File: config.mk
export PLATFORM = sky130hd
export DESIGN_NAME = nine_segment_frame_sequencer
export DESIGN_NICKNAME = d
export VERILOG_FILES = /design/src/rtl/nine_segment_pkg.sv /design/src/rtl/frame_tick_timer.sv /design/src/rtl/nine_segment_frame_sequencer.sv
export SDC_FILE = /design/constraint.sdc
export NUM_CORES = 1
export LEC_CHECK = 0
export CAP_MARGIN = 20
export CORE_ASPECT_RATIO = 0.5
export CORE_MARGIN = 2
export CORE_UTILIZATION = 63
export CTS_CLUSTER_SIZE = 10
export DETAILED_ROUTE_END_ITERATION = 10
export GPL_TIMING_DRIVEN = 0
export PLACE_DENSITY = 0.92
export SLEW_MARGIN = 40
export SYNTH_ARGS = -nofsm -noshare
export SYNTH_HDL_FRONTEND = slang
export SYNTH_SLANG_ARGS = --single-unit
File: constraint.sdc
create_clock -name clk -period 5.8 [get_ports clk]
set_input_delay 0.58 -clock clk [delete_from_list [all_inputs] [get_ports clk]]
set_output_delay 0.58 -clock clk [all_outputs]
set_load 0.02 [all_outputs]
File: src/rtl/nine_segment_pkg.sv
// Shared types for the 3x3 LED matrix path: frame width, frame type and
// sequencer state encoding (also used by nine_segment_to_six_pin).
package nine_segment_pkg;

  localparam int SEG_W = 9;

  typedef logic [SEG_W-1:0] segments_t;

  typedef enum logic [1:0] {
    IDLE = 2'd0,
    PLAY = 2'd1,
    HOLD = 2'd2
  } seq_state_t;

endpackage

File: src/rtl/frame_tick_timer.sv
// Frame-period timer: down-counter reloaded with TICKS-1, pulses tick on the
// enabled cycle it sits at zero, then reloads so periods run back to back.
module frame_tick_timer #(
  parameter int TICKS = 50000
) (
  input  logic clk,
  input  logic rst,
  input  logic clear,
  input  logic enable,
  output logic tick
);

  localparam int CNT_W = (TICKS > 1) ? $clog2(TICKS) : 1;
  localparam logic [CNT_W-1:0] RELOAD = CNT_W'(TICKS - 1);

  logic [CNT_W-1:0] count;

  assign tick = enable && (count == '0);

  always_ff @(posedge clk) begin
    if (rst || clear) begin
      count <= RELOAD;
    end else if (enable) begin
      count <= (count == '0) ? RELOAD : count - 1'b1;
    end
  end

endmodule

File: src/rtl/nine_segment_frame_sequencer.sv
// Plays back a small buffer of 9-bit LED frames at a fixed frame rate, one-shot
// or looping, feeding the segments input of nine_segment_to_six_pin.
//
//   state | meaning
//   ------+--------------------------------------------------------------
//   IDLE  | output blanked, waiting for start
//   PLAY  | showing frame_idx, advancing every TICKS_PER_FRAME cycles
//   HOLD  | one-shot sequence finished, last frame left on the output
module nine_segment_frame_sequencer
  import nine_segment_pkg::*;
#(
  parameter int DEPTH           = 8,
  parameter int TICKS_PER_FRAME = 50000,
  localparam int IDX_W          = $clog2(DEPTH)
) (
  input  logic             clk,
  input  logic             rst,
  input  logic             wr_en,
  input  logic [IDX_W-1:0] wr_addr,
  input  logic [SEG_W-1:0] wr_data,
  input  logic [IDX_W:0]   num_frames,
  input  logic             loop,
  input  logic             start,
  input  logic             stop,
  output logic [SEG_W-1:0] segments,
  output logic [IDX_W-1:0] frame_idx,
  output logic             busy,
  output logic             done
);

  localparam logic [IDX_W:0] DEPTH_L = (IDX_W + 1)'(DEPTH);

  seq_state_t       state, state_n;
  segments_t        frame_buf [DEPTH];
  segments_t        segments_n;
  logic [IDX_W-1:0] frame_idx_n;
  logic [IDX_W:0]   len, len_n;
  logic             done_n;
  logic             start_ok;
  logic             is_last;
  logic             tick;
  logic             wr_ok;
  logic [IDX_W-1:0] next_idx;

  assign start_ok = start && (num_frames != '0);
  assign is_last  = (({1'b0, frame_idx}) + 1'b1) >= len;
  assign next_idx = frame_idx + 1'b1;
  assign wr_ok    = ({1'b0, wr_addr}) < DEPTH_L;
  assign busy     = (state == PLAY);

  frame_tick_timer #(
    .TICKS (TICKS_PER_FRAME)
  ) u_timer (
    .clk    (clk),
    .rst    (rst),
    .clear  (stop || start_ok),
    .enable (state == PLAY),
    .tick   (tick)
  );

  // Loads read frame_buf before this edge's write lands, so a same-cycle
  // write to the slot being loaded shows up only on its next load.
  always_comb begin
    state_n     = state;
    segments_n  = segments;
    frame_idx_n = frame_idx;
    len_n       = len;
    done_n      = 1'b0;

    if (stop) begin
      state_n     = IDLE;
      segments_n  = '0;
      frame_idx_n = '0;
    end else if (start_ok) begin
      state_n     = PLAY;
      segments_n  = frame_buf[0];
      frame_idx_n = '0;
      len_n       = (num_frames > DEPTH_L) ? DEPTH_L : num_frames;
    end else if (state == PLAY && tick) begin
      if (!is_last) begin
        frame_idx_n = next_idx;
        segments_n  = frame_buf[next_idx];
      end else if (loop) begin
        frame_idx_n = '0;
        segments_n  = frame_buf[0];
      end else begin
        state_n = HOLD;
        done_n  = 1'b1;
      end
    end
  end

  always_ff @(posedge clk) begin
    if (rst) begin
      state     <= IDLE;
      segments  <= '0;
      frame_idx <= '0;
      len       <= '0;
      done      <= 1'b0;
      for (int i = 0; i < DEPTH; i++) begin
        frame_buf[i] <= '0;
      end
    end else begin
      state     <= state_n;
      segments  <= segments_n;
      frame_idx <= frame_idx_n;
      len       <= len_n;
      done      <= done_n;
      if (wr_en && wr_ok) begin
        frame_buf[wr_addr] <= wr_data;
      end
    end
  end

endmodule

Yosys cells after proc, flatten, opt, wreduce, memory -nomap -nowiden
Memory sizes are Yosys's and may differ from the RTL's.
Cells that the tools add are included.

word-level totals
  bits in registers = 35
  memory bits (writable) = 72
  logic and storage cells = 60
  memories = 1

memories
  name       words  bits a word  rd ports  clocked after Yosys merged registers in  wr ports  RTL line                            source
  frame_buf  8      9            2         0                                        8         nine_segment_frame_sequencer.sv:34  segments_t frame_buf [DEPTH];

cells by class
  add/subtract/negate cells = 3
  $lt $le $gt $ge = 2
  eq/ne operators = 4
  muxes and demuxes = 21
  bitwise gates (word level) = 4
  reduce and logical (&&, ||, !) cells = 18

operators by type and width
  cell                   number
  $mux 9                 5
  $logic_not 16->1       1
  $mux 16                1
  $sub 16x1->16 const B  1
  $mux 1                 11
  $mux 3                 3
  $reduce_or 9->1        1
  $reduce_and 2->1       3
  $reduce_and 3->1       2
  $reduce_or 5->1        1
  $add 3x1->4 const B    1
  $ge 4x4->1             1
  $gt 4x4->1 const B     1
  $mux 4                 1
  $not 1->1              4
  $reduce_bool 2->1      2
  $reduce_bool 4->1      1
  $add 3x1->3 const B    1
  $logic_and 1x1->1      3
  $ne 3x3->1 const B     1
  $reduce_or 3->1        1
  $eq 2x1->1 const B     1
  $logic_or 1x1->1       2
  $ne 2x1->1 const B     1
  other kinds (2)        2

Depth between registers and ports, before layout
Gate-level depths: netlist of the first run.

  word-level depth = 5
  mapped depth = 9

Hierarchy
Synthesis of the first run repeated with hierarchy kept, for this count alone.

unflattened totals
  cell total of the unflattened synthesis = 394
  area total of the unflattened synthesis = 5001.0 um2

modules (own cells, without submodules)
  module                        instances  cells an instance  area an instance (um2)
  nine_segment_frame_sequencer  1          310                4225.3
  frame_tick_timer              1          84                 775.7

Worst setup path before layout of the first run
OpenSTA, ideal clock, no wires.

  path type = register to register
  from = reg frame_idx[0]
  to = reg segments[5]
  arrival = 2625 ps
  required time = 5732 ps
  path slack = 3107 ps
  stages on the path, launching flop included = 10
  path buffers = 1
  cell sequence = dfxtp_1 > ha_1 > xor2_2 > ha_1 > or2_1 > a21oi_1 > o311ai_2 > a211o_1 > buf_6 > o2bb2ai_2

on the way
  word-level cells in the longest chain between the ends = 5

ends and longest elaborated chain
  what                                        RTL line                                                                source
  start, declared                             nine_segment_frame_sequencer.sv:26                                      output logic [IDX_W-1:0] frame_idx,
  start signal, assigned                      nine_segment_frame_sequencer.sv:106                                     frame_idx <= frame_idx_n;
  $add 3x1->3 or $add 3x1->4 (tied branches)  nine_segment_frame_sequencer.sv:47, nine_segment_frame_sequencer.sv:46
  $mem_v2 8x9 or $ge 4x4->1 (tied branches)   --
  $mux 9                                      nine_segment_frame_sequencer.sv:80                                      if (!is_last) begin
  $mux 9                                      nine_segment_frame_sequencer.sv:79                                      end else if (state == PLAY && tick) begin
  $mux 9                                      nine_segment_frame_sequencer.sv:74                                      end else if (start_ok) begin
  end signal, assigned                        nine_segment_frame_sequencer.sv:105                                     segments <= segments_n;
  end, declared                               nine_segment_frame_sequencer.sv:25                                      output logic [SEG_W-1:0] segments,

Parallel ways exist; a longest one is shown, timed or not. The select of a mux whose other input is x is not followed.
A chain may end at the register's enable or synchronous reset.

Worst setup path in the final report of the first run
  from = reg frame_idx[0]
  to = reg segments[6]

Same word-level chain as after synthesis.

==> results of run 1 <==
## per-layer routing
metal | part of all wire | wire length [um] | track usage | vias to the layer above
li1 | - | - | - | 1465
met1 | 0.40 | 4350 | 0.338 | 1600
met2 | 0.50 | 5440 | 0.462 | 115
met3 | 0.078 | 839 | 0.0872 | 13
met4 | 0.015 | 160 | 0.101 | 0
met5 | 0 | 0 | 0 | -
## synthesized netlist by cell type, types with 3 or more instances
| cell | count |
|---|---|
| ha_1 | 7 |
| nor3_1 | 6 |
| xnor2_1 | 4 |
| mux2_2 | 9 |
| dfxtp_1 | 35 |
| and2_1 | 72 |
| nor4_4 | 3 |
| xor2_1 | 9 |
| nand3b_1 | 3 |
| buf_2 | 5 |
| a21oi_1 | 8 |
| o2bb2ai_2 | 9 |
| nand2_1 | 15 |
| edfxtp_1 | 72 |
| nand3_1 | 5 |
| inv_1 | 7 |
| nor3b_1 | 3 |
| mux4_2 | 18 |
| nand2b_1 | 3 |
| nor2_1 | 24 |
| mux2i_1 | 10 |
| or2_2 | 11 |
| clkbuf_1 | 3 |
| nor4_1 | 3 |
## per-stage QoR
step                      hold WS [ns]  cell area, um^2  cells  setup WS [ns]  total power (uW)
final                            0.475             5830    535           2.47              1540
after detailed placement         0.466             5560    520           2.61               984
after global routing             0.485             5830    535           2.32              1580
after CTS                        0.476             5820    535           2.56              1540
after global placement           0.460             5540    520           2.75               974
after floorplan                  0.457             5050    374           3.11               932
## cell families (layout without fill, tap and decap cells)
kind of cell               after synthesis  count (layout)  synth area share
AOI/OAI and AO/OA                       29              29            0.0599
xor gates and xnor gates                14              14            0.0257
muxes                                   37              37             0.120
DFF                                    107             107             0.566
and+or+nand+nor                        163             163             0.195
adders and majority gates                7               7            0.0173
buffers and inverters                   17              66            0.0153
## layout make-up
cell class / count / area share
repair buffers: 34 / 0.0584
flip-flops and latches: 107 / 0.491
clock buffers: 10 / 0.0393
well taps: 112 / 0.0240
inverters: 7 / 0.00451
multi-input cells: 250 / 0.367
plain buffers: 10 / 0.00880
clock inverters: 5 / 0.00644
## worst paths after layout
path,startpoint,endpoint,slack [ns]
max reg2reg,frame_idx[0]$_SDFFE_PP0P_,segments[6]$_SDFFE_PP0P_,2.47
min,segments[6]$_SDFFE_PP0P_,segments[6]$_SDFFE_PP0P_,0.47
min reg2reg,segments[6]$_SDFFE_PP0P_,segments[6]$_SDFFE_PP0P_,0.47
max,frame_idx[0]$_SDFFE_PP0P_,segments[6]$_SDFFE_PP0P_,2.47
## registers in the layout, summed over array words and instances, names as in the netlist
signal         flops
frame_buf         72
u_timer.count     16
segments           9
len                4
frame_idx          3
state              2
done               1
## power by group through the flow
stage               combinational [uW]  clock [uW]  sequential (uW)
finish                             106         567              863
global route                       114         598              866
CTS                                106         566              863
detailed placement                 105           0              880
global placement                  98.4           0              875
floorplan                         56.0           0              876
## worst max-delay path, stage by stage (launching register included)
cell	delay (ns)
dfxtp_1	0.51
ha_1	0.30
xor2_2	0.58
ha_1	0.36
or2_1	0.21
a21oi_1	0.35
o21ai_0	0.16
buf_2	0.27
mux2i_1	0.37
o2bb2ai_2	0.11
==> flow_metrics.tcl, run 1 <==
set metrics [dict create \
    status "complete, no violations" \
    antenna_found_initial 0 \
    powerDensity_mw_per_mm2 264 \
    postCtsSetupRepairBufs 0 \
    start_util 0.641 \
    rr_worst_depth 9 \
    htree_levels 3 \
    antenna_cells 0 \
    p_leak_uw 0.00205 \
    vias 3193 \
    post_drt_wl_per_cell_um 20.2 \
    cts.sinks 107 \
    cp.required_ns 6.04 \
    hpwlAfterDp_um 7670 \
    setup_viol 0 \
    final.period_utilization 0.574 \
    port_buffers 34 \
    core_area_mm2 0.00789 \
    drtAntennaViolNets 0 \
    rows 23 \
    drive_gt1_frac 0.191 \
    p_sw_frac 0.227 \
    cp.arrival_ns 3.57 \
    pwr-share-seq 0.562 \
    post-route-util 0.739 \
    fillers 474 \
    synth_area_mm2 0.00505 \
    clk_latency_ns 0.36 \
    routed_wl_um 10800 \
    ys_types 49 \
    worstMarginPinSlew_ns 0.786 \
    syn_avg_cell_area_um2 13.5 \
    cts_tree "built" \
    rsz0062_at_grt "false" \
    area_growth_pct 15.3 \
    setup.worst_path.class "reg2reg" \
    internal_power_uw 1190 \
    grt_first_pass_wirelength_um 17000 \
    worst_setup_path_start_kind "register" \
    final-hold-violation-count 0 \
    synth_area_leaders "edfxtp_1 43%, dfxtp_1 14%, and2_1 8.9%, mux4_2 8.0%, o2bb2ai_2 2.7%" \
    synthCells 374 \
    drc 0 \
    fin_skew_ns 0.00909 \
    drt_iter0_drc 318 \
    min_period_ns 3.33 \
    regArea_mm2 0.00286 \
    worstSetupEndpointType "register" \
    cts_resized 0 \
    ir_worst_vdd_v 0.000165 \
    clk_pin_slew_worst_paths_ns 0.07 \
    p_sw_uw 349 \
    gp_congestion 0.810 \
    pwr-share-clk 0.369 \
    pin_count 36 \
    ys_ff_latch 107 \
    yosysSeqAreaShare 0.566 \
    hp-class "reg2reg" \
    synth_flop_cell "edfxtp_1" \
    crit_fanout 10 \
    layout_common_cells "72 x and2_1, 72 x edfxtp_1, 35 x dfxtp_1" \
    cts.hold.buffers_added 0 \
    grt_max_degree 18 \
    grt_use_total 0.273 \
    yosys_warnings 0 \
    synth_top_area_frac 0.428 \
    cts-root-buf "clkbuf_16" \
    relSlewSlack 0.472 \
    fmax_mhz 300 \
    routed_via_density 5.97 \
    dieWidth_um 131 \
    synth_fp_nets 403 \
    die_y_um 67.3 \
    grt_pass1_vias 3258 \
    setup-tns-final_ns 0 \
    clk_path_buf_depth 2 \
    firstDrtPassIters 5 \
    numCtsBuffers 9 \
    multiInputGateArea_mm2 0.00214 \
    async_reset_ff_frac 0 \
    slew_violations 0 \
    combinationalPowerShare 0.069 \
    die_area_mm2 0.00880 \
    holdPathStages 1 \
    overflow 0 \
    maxCapViolCount 0 \
    yosysTopAreaCell "edfxtp_1" \
    synth_edf_count 72 \
    nNetsFinal 448 \
]
(Power assumes the default switching activity.)
==> run 2: changes to the inputs <==
CORE_UTILIZATION = 53   (was 63)
PLACE_DENSITY = 0.83   (was 0.92)
clock period = 2.9 ns   (was 5.8 ns; I/O delays follow)
==> flow_metrics.tcl, run 2 (synthesis results as in run 1) <==
set metrics [dict create \
    dieWidth_um 142 \
    final.period_utilization 0.934 \
    ir_worst_vdd_v 0.000307 \
    reg2reg_slack_ns 0.19 \
    grt_max_degree 20 \
    p_leak_uw 0.00208 \
    setup_ws_ns 0.193 \
    pwr-share-seq 0.556 \
    clk_latency_ns 0.35 \
    die_area_mm2 0.0104 \
    hp-class "reg2reg" \
    slew_violations 0 \
    hpwlAfterDp_um 6900 \
    multiInputGateArea_mm2 0.00215 \
    largest_reg_flops 72 \
    cts-root-buf "clkbuf_16" \
    area_growth_pct 16.3 \
    post-place-cells 530 \
    core_area_mm2 0.00935 \
    die_y_um 73.1 \
    setup.worst_path.class "reg2reg" \
    port_buffers 34 \
    drtAntennaViolNets 0 \
    powerDensity_mw_per_mm2 527 \
    status "complete, no violations" \
    reg.largest.list "frame_buf (72), u_timer.count (16), segments (9)" \
    antenna_found_initial 0 \
    fillers 692 \
    rsz0062_at_grt "false" \
    drive_gt1_frac 0.200 \
    clk_pin_slew_worst_paths_ns 0.07 \
    drt_iter0_drc 181 \
    cts_tree "built" \
    dp_slack_ns -0.233 \
    p_sw_uw 710 \
    grt_first_pass_wirelength_um 16000 \
    numCtsBuffers 9 \
    grt_use_total 0.208 \
    p_sw_frac 0.229 \
    htree_levels 3 \
    worstMarginPinSlew_ns 0.692 \
    cp.arrival_ns 2.99 \
    largest_register "frame_buf" \
    pwr-share-clk 0.378 \
    firstDrtPassIters 4 \
    relSlewSlack 0.536 \
    layout_common_cells "72 x and2_1, 72 x edfxtp_1, 35 x dfxtp_1" \
    routed_wl_um 9890 \
    regArea_mm2 0.00286 \
    post_drt_wl_per_cell_um 18.1 \
    routed_via_density 5.59 \
    vias 3056 \
    worst_setup_path_start_kind "register" \
    power.total_uw 3100 \
    maxCapViolCount 0 \
    internal_power_uw 2390 \
    cp.required_ns 3.19 \
    start_util 0.540 \
    min_period_ns 2.71 \
    crit_fanout 9 \
    worstSetupEndpointType "register" \
    final-hold-violation-count 0 \
    drc 0 \
    antenna_cells 0 \
    clk_path_buf_depth 2 \
    rows 25 \
    combinationalPowerShare 0.067 \
    fmax_mhz 369 \
    fin_skew_ns 0.00944 \
    nNetsFinal 450 \
    setup_viol 0 \
    cts.sinks 107 \
    cts.hold.buffers_added 0 \
    overflow 0 \
    grt_pass1_vias 3131 \
    gp_congestion 0.802 \
    stdcell_count 547 \
    pin_count 36 \
]
-- run 2: changes by cell type in the layout (fill, tap and decap cells not counted) --
cell / before / now
buf_2: 5 / 6
buf_4: 0 / 1
clkbuf_1: 4 / 3
clkinv_2: 0 / 1
clkinv_4: 1 / 2
clkinvlp_4: 1 / 0
inv_6: 2 / 1
inv_8: 0 / 2
xor2_2: 1 / 0
xor2_4: 0 / 1
-- run 2: final timing paths --
check	from	end	depth (start not counted)
max reg2reg	frame_idx[0]$_SDFFE_PP0P_	segments[5]$_SDFFE_PP0P_	9
max	frame_idx[0]$_SDFFE_PP0P_	segments[5]$_SDFFE_PP0P_	9
min reg2reg	segments[5]$_SDFFE_PP0P_	segments[5]$_SDFFE_PP0P_	1
min	segments[5]$_SDFFE_PP0P_	segments[5]$_SDFFE_PP0P_	1
-- run 2: power groups by stage --
stage	Combinational (uW)	Clock, uW	Sequential, uW
global route	223	1250	1730
finish	206	1170	1720
CTS	207	1180	1720
global placement	200	0	1750
detailed placement	206	0	1760
floorplan	112	0	1750
-- run 2: area by class of cell --
| type | instances | area share |
|---|---|---|
| Multi-Input combinational cell | 250 | 0.366 |
| Tap cell | 121 | 0.0258 |
| Buffer | 10 | 0.00873 |
| Inverter | 7 | 0.00447 |
| Sequential cell | 107 | 0.487 |
| Clock buffer | 9 | 0.0383 |
| Timing Repair Buffer | 36 | 0.0600 |
| Clock inverter | 7 | 0.00979 |
-- run 2: routing by layer --
layer	wire length, um	vias up	share of wire	global-route usage
met4	170	0	0.017	0.0767
met5	0	-	0	0
met1	4330	1503	0.44	0.265
met2	4950	65	0.50	0.354
li1	-	1471	-	-
met3	442	17	0.045	0.0472
-- run 2: worst max-delay path, cell delays in order, from the launching register on --
cell,delay (ns)
dfxtp_1,0.48
ha_1,0.36
xor2_4,0.18
ha_1,0.24
or2_1,0.21
a21oi_1,0.33
o311ai_2,0.20
a211o_1,0.35
buf_6,0.16
o2bb2ai_2,0.13
-- run 2: repair_timing --
action                                  in CTS  in global routing
setup buffers                                1                  0
endpoints found under the setup margin       9                  0
resized for setup                            1                  0
-- run 2: stage by stage --
step / setup TNS, ns / cell area (um^2) / hold WS, ns / utilization
detailed placement: -1.83 / 5580 / 0.460 / 0.596
floorplan: 0 / 5050 / 0.367 / -
finish: 0 / 5880 / 0.475 / 0.629
global route: 0 / 5880 / 0.485 / 0.629
CTS: 0 / 5880 / 0.478 / 0.629
global placement: -2.34 / 5550 / 0.457 / 0.593
==> run 3: changes to the inputs <==
SYNTH_HIERARCHICAL = 1   (was default)
==> flow_metrics.tcl, run 3 <==
set metrics [dict create \
    routed_via_density 5.67 \
    synth_edf_count 72 \
    layout_common_cells "73 x and2_1, 72 x edfxtp_1, 36 x nand2_1" \
    cts-root-buf "clkbuf_16" \
    drt_iter0_drc 226 \
    pwr-share-seq 0.555 \
    antenna_cells 0 \
    slew_violations 0 \
    final-hold-violation-count 0 \
    worstMarginPinSlew_ns 0.695 \
    firstDrtPassIters 4 \
    power.total_uw 3100 \
    hpwlAfterDp_um 6600 \
    cts.sinks 107 \
    relSlewSlack 0.537 \
    synth_fp_nets 423 \
    synth_area_leaders "edfxtp_1 43%, dfxtp_1 14%, and2_1 9.1%, mux4_2 8.1%, nand2_1 2.7%" \
    syn_avg_cell_area_um2 12.7 \
    core_area_mm2 0.00892 \
    nNetsFinal 471 \
    min_period_ns 2.72 \
    rows 24 \
    worst_setup_path_start_kind "register" \
    gp_congestion 0.812 \
    start_util 0.561 \
    die_area_mm2 0.0103 \
    port_buffers 35 \
    reg.largest.list "frame_buf (72), u_timer/count (16), segments (9)" \
    p_sw_frac 0.228 \
    routed_wl_um 9850 \
    area_growth_pct 17.2 \
    post-route-util 0.657 \
    async_reset_ff_frac 0 \
    stdcell_count 564 \
    powerDensity_mw_per_mm2 529 \
    p_sw_uw 706 \
    cts.hold.buffers_added 0 \
    die_y_um 72.7 \
    setup_viol 0 \
    numCtsBuffers 9 \
    drive_gt1_frac 0.159 \
    status "complete, no violations" \
    fillers 620 \
    yosysTopAreaCell "edfxtp_1" \
    htree_levels 3 \
    clk_latency_ns 0.36 \
    antenna_found_initial 0 \
    pwr-share-clk 0.378 \
    ir_worst_vdd_v 0.000264 \
    ys_types 49 \
    rsz0062_at_grt "false" \
    maxCapViolCount 0 \
    clk_pin_slew_worst_paths_ns 0.07 \
    regArea_mm2 0.00286 \
    fmax_mhz 368 \
    overflow 0 \
    drc 0 \
    p_leak_uw 0.00199 \
    grt_first_pass_wirelength_um 15800 \
    synthCells 394 \
    synth_area_mm2 0.00500 \
    yosysSeqAreaShare 0.572 \
    synth_flop_cell "edfxtp_1" \
    drtAntennaViolNets 0 \
    clk_path_buf_depth 2 \
    setup_ws_ns 0.179 \
    cts_tree "built" \
    cp.required_ns 3.14 \
    pin_count 36 \
    internal_power_uw 2390 \
    largest_register "frame_buf" \
    combinationalPowerShare 0.067 \
    mostFrequentLayoutCell "and2_1" \
    post-place-cells 546 \
    vias 3197 \
    setup.worst_path.class "reg2reg" \
    yosys_warnings 6 \
    synth_common_cells "73 x and2_1, 72 x edfxtp_1, 36 x nand2_1" \
    largest_reg_flops 72 \
    grt_pass1_vias 3185 \
    fin_skew_ns 0.00860 \
    grt_use_total 0.210 \
    crit_fanout 9 \
    yosysMostFrequentCell "and2_1" \
    final.period_utilization 0.938 \
    multiInputGateArea_mm2 0.00210 \
    worstSetupEndpointType "register" \
    dp_slack_ns -0.0936 \
    ys_ff_latch 107 \
    post_drt_wl_per_cell_um 17.5 \
    dieWidth_um 141 \
    place_area_mm2 0.00552 \
    grt_max_degree 20 \
    cp.arrival_ns 2.96 \
    hp-class "reg2reg" \
    synth_top_area_frac 0.432 \
    fin_area_mm2 0.00586 \
]
## run 3: cell count changes after synthesis, moves of 3 or more
cell	before	now
nor4_1	3	8
nor4_4	3	0
o2bb2ai_2	9	0
nand2b_1	3	11
nand3_1	5	10
xnor2_1	4	13
xor2_1	9	1
nor3_2	0	3
a32o_1	0	9
nand2_1	15	36
mux2_2	9	0
mux2i_1	10	2
nor2_1	24	19
## run 3: per-stage QoR
stage                     TNS, ns  hold slack [ns]
after floorplan                 0            0.426
after global placement      -2.42            0.434
after detailed placement   -0.531            0.457
after CTS                       0            0.473
after global routing            0            0.481
final                           0            0.468
## run 3: what timing repair did
item                                    4_1_cts  5_1_grt
gates cloned                                  0        0
gates resized for setup                       1        2
endpoints found under the setup margin        9        9
pin swaps                                     0        1
setup buffers                                 0        2
## run 3: kinds of logic (layout without fill, tap and decap cells)
logic type,Yosys count,count (layout),synth area share
XOR/XNOR,15,15,0.0278
AO/OA/AOI/OAI,28,28,0.0525
multiplexers,20,20,0.0851
AND/OR/NAND/NOR,198,198,0.225
adder cells (fa/ha/maj),7,7,0.0175
flip-flops,107,107,0.572
buffers and inverters,19,72,0.0198
## run 3: worst paths after layout
kind	startpoint	endpoint	slack [ns]	cells past startpoint
min	segments[4]$_SDFFE_PP0P_	segments[4]$_SDFFE_PP0P_	0.47	1
min reg2reg	segments[4]$_SDFFE_PP0P_	segments[4]$_SDFFE_PP0P_	0.47	1
max	u_timer/count[6]$_SDFFE_PP1P_	segments[5]$_SDFFE_PP0P_	0.18	9
max reg2reg	u_timer/count[6]$_SDFFE_PP1P_	segments[5]$_SDFFE_PP0P_	0.18	9
## run 3: layout make-up
| class | count | share of cell area |
|---|---|---|
| tap | 117 | 0.0250 |
| clock buffer | 10 | 0.0391 |
| timing repair buffer | 37 | 0.0624 |
| buffer | 12 | 0.0124 |
| inverter | 7 | 0.00448 |
| clock inverter | 6 | 0.0102 |
| sequential | 107 | 0.489 |
| multi-input combinational | 268 | 0.358 |
## run 3: routing by layer
metal  routed length [um]  global-route usage  vias up
li1                     -                   -     1526
met1                 4070               0.257     1549
met2                 4830               0.354      107
met3                  779              0.0669       15
met4                  172              0.0878        0
met5                    0                   0        -
## run 3: critical path: stages, from the launching register on
cell	delay (ns)
dfxtp_1	0.35
or4_1	0.52
buf_2	0.16
or3_4	0.41
nor3_1	0.18
nand2_1	0.13
o21bai_2	0.30
nor2b_2	0.18
buf_6	0.14
a32o_1	0.22
## run 3: power by group through the flow
stage | logic [uW] | clock network, uW | registers [uW]
final | 209 | 1170 | 1720
after global routing | 225 | 1250 | 1720
after CTS | 205 | 1190 | 1720
after detailed placement | 203 | 0 | 1750
after global placement | 198 | 0 | 1750
after floorplan | 109 | 0 | 1750
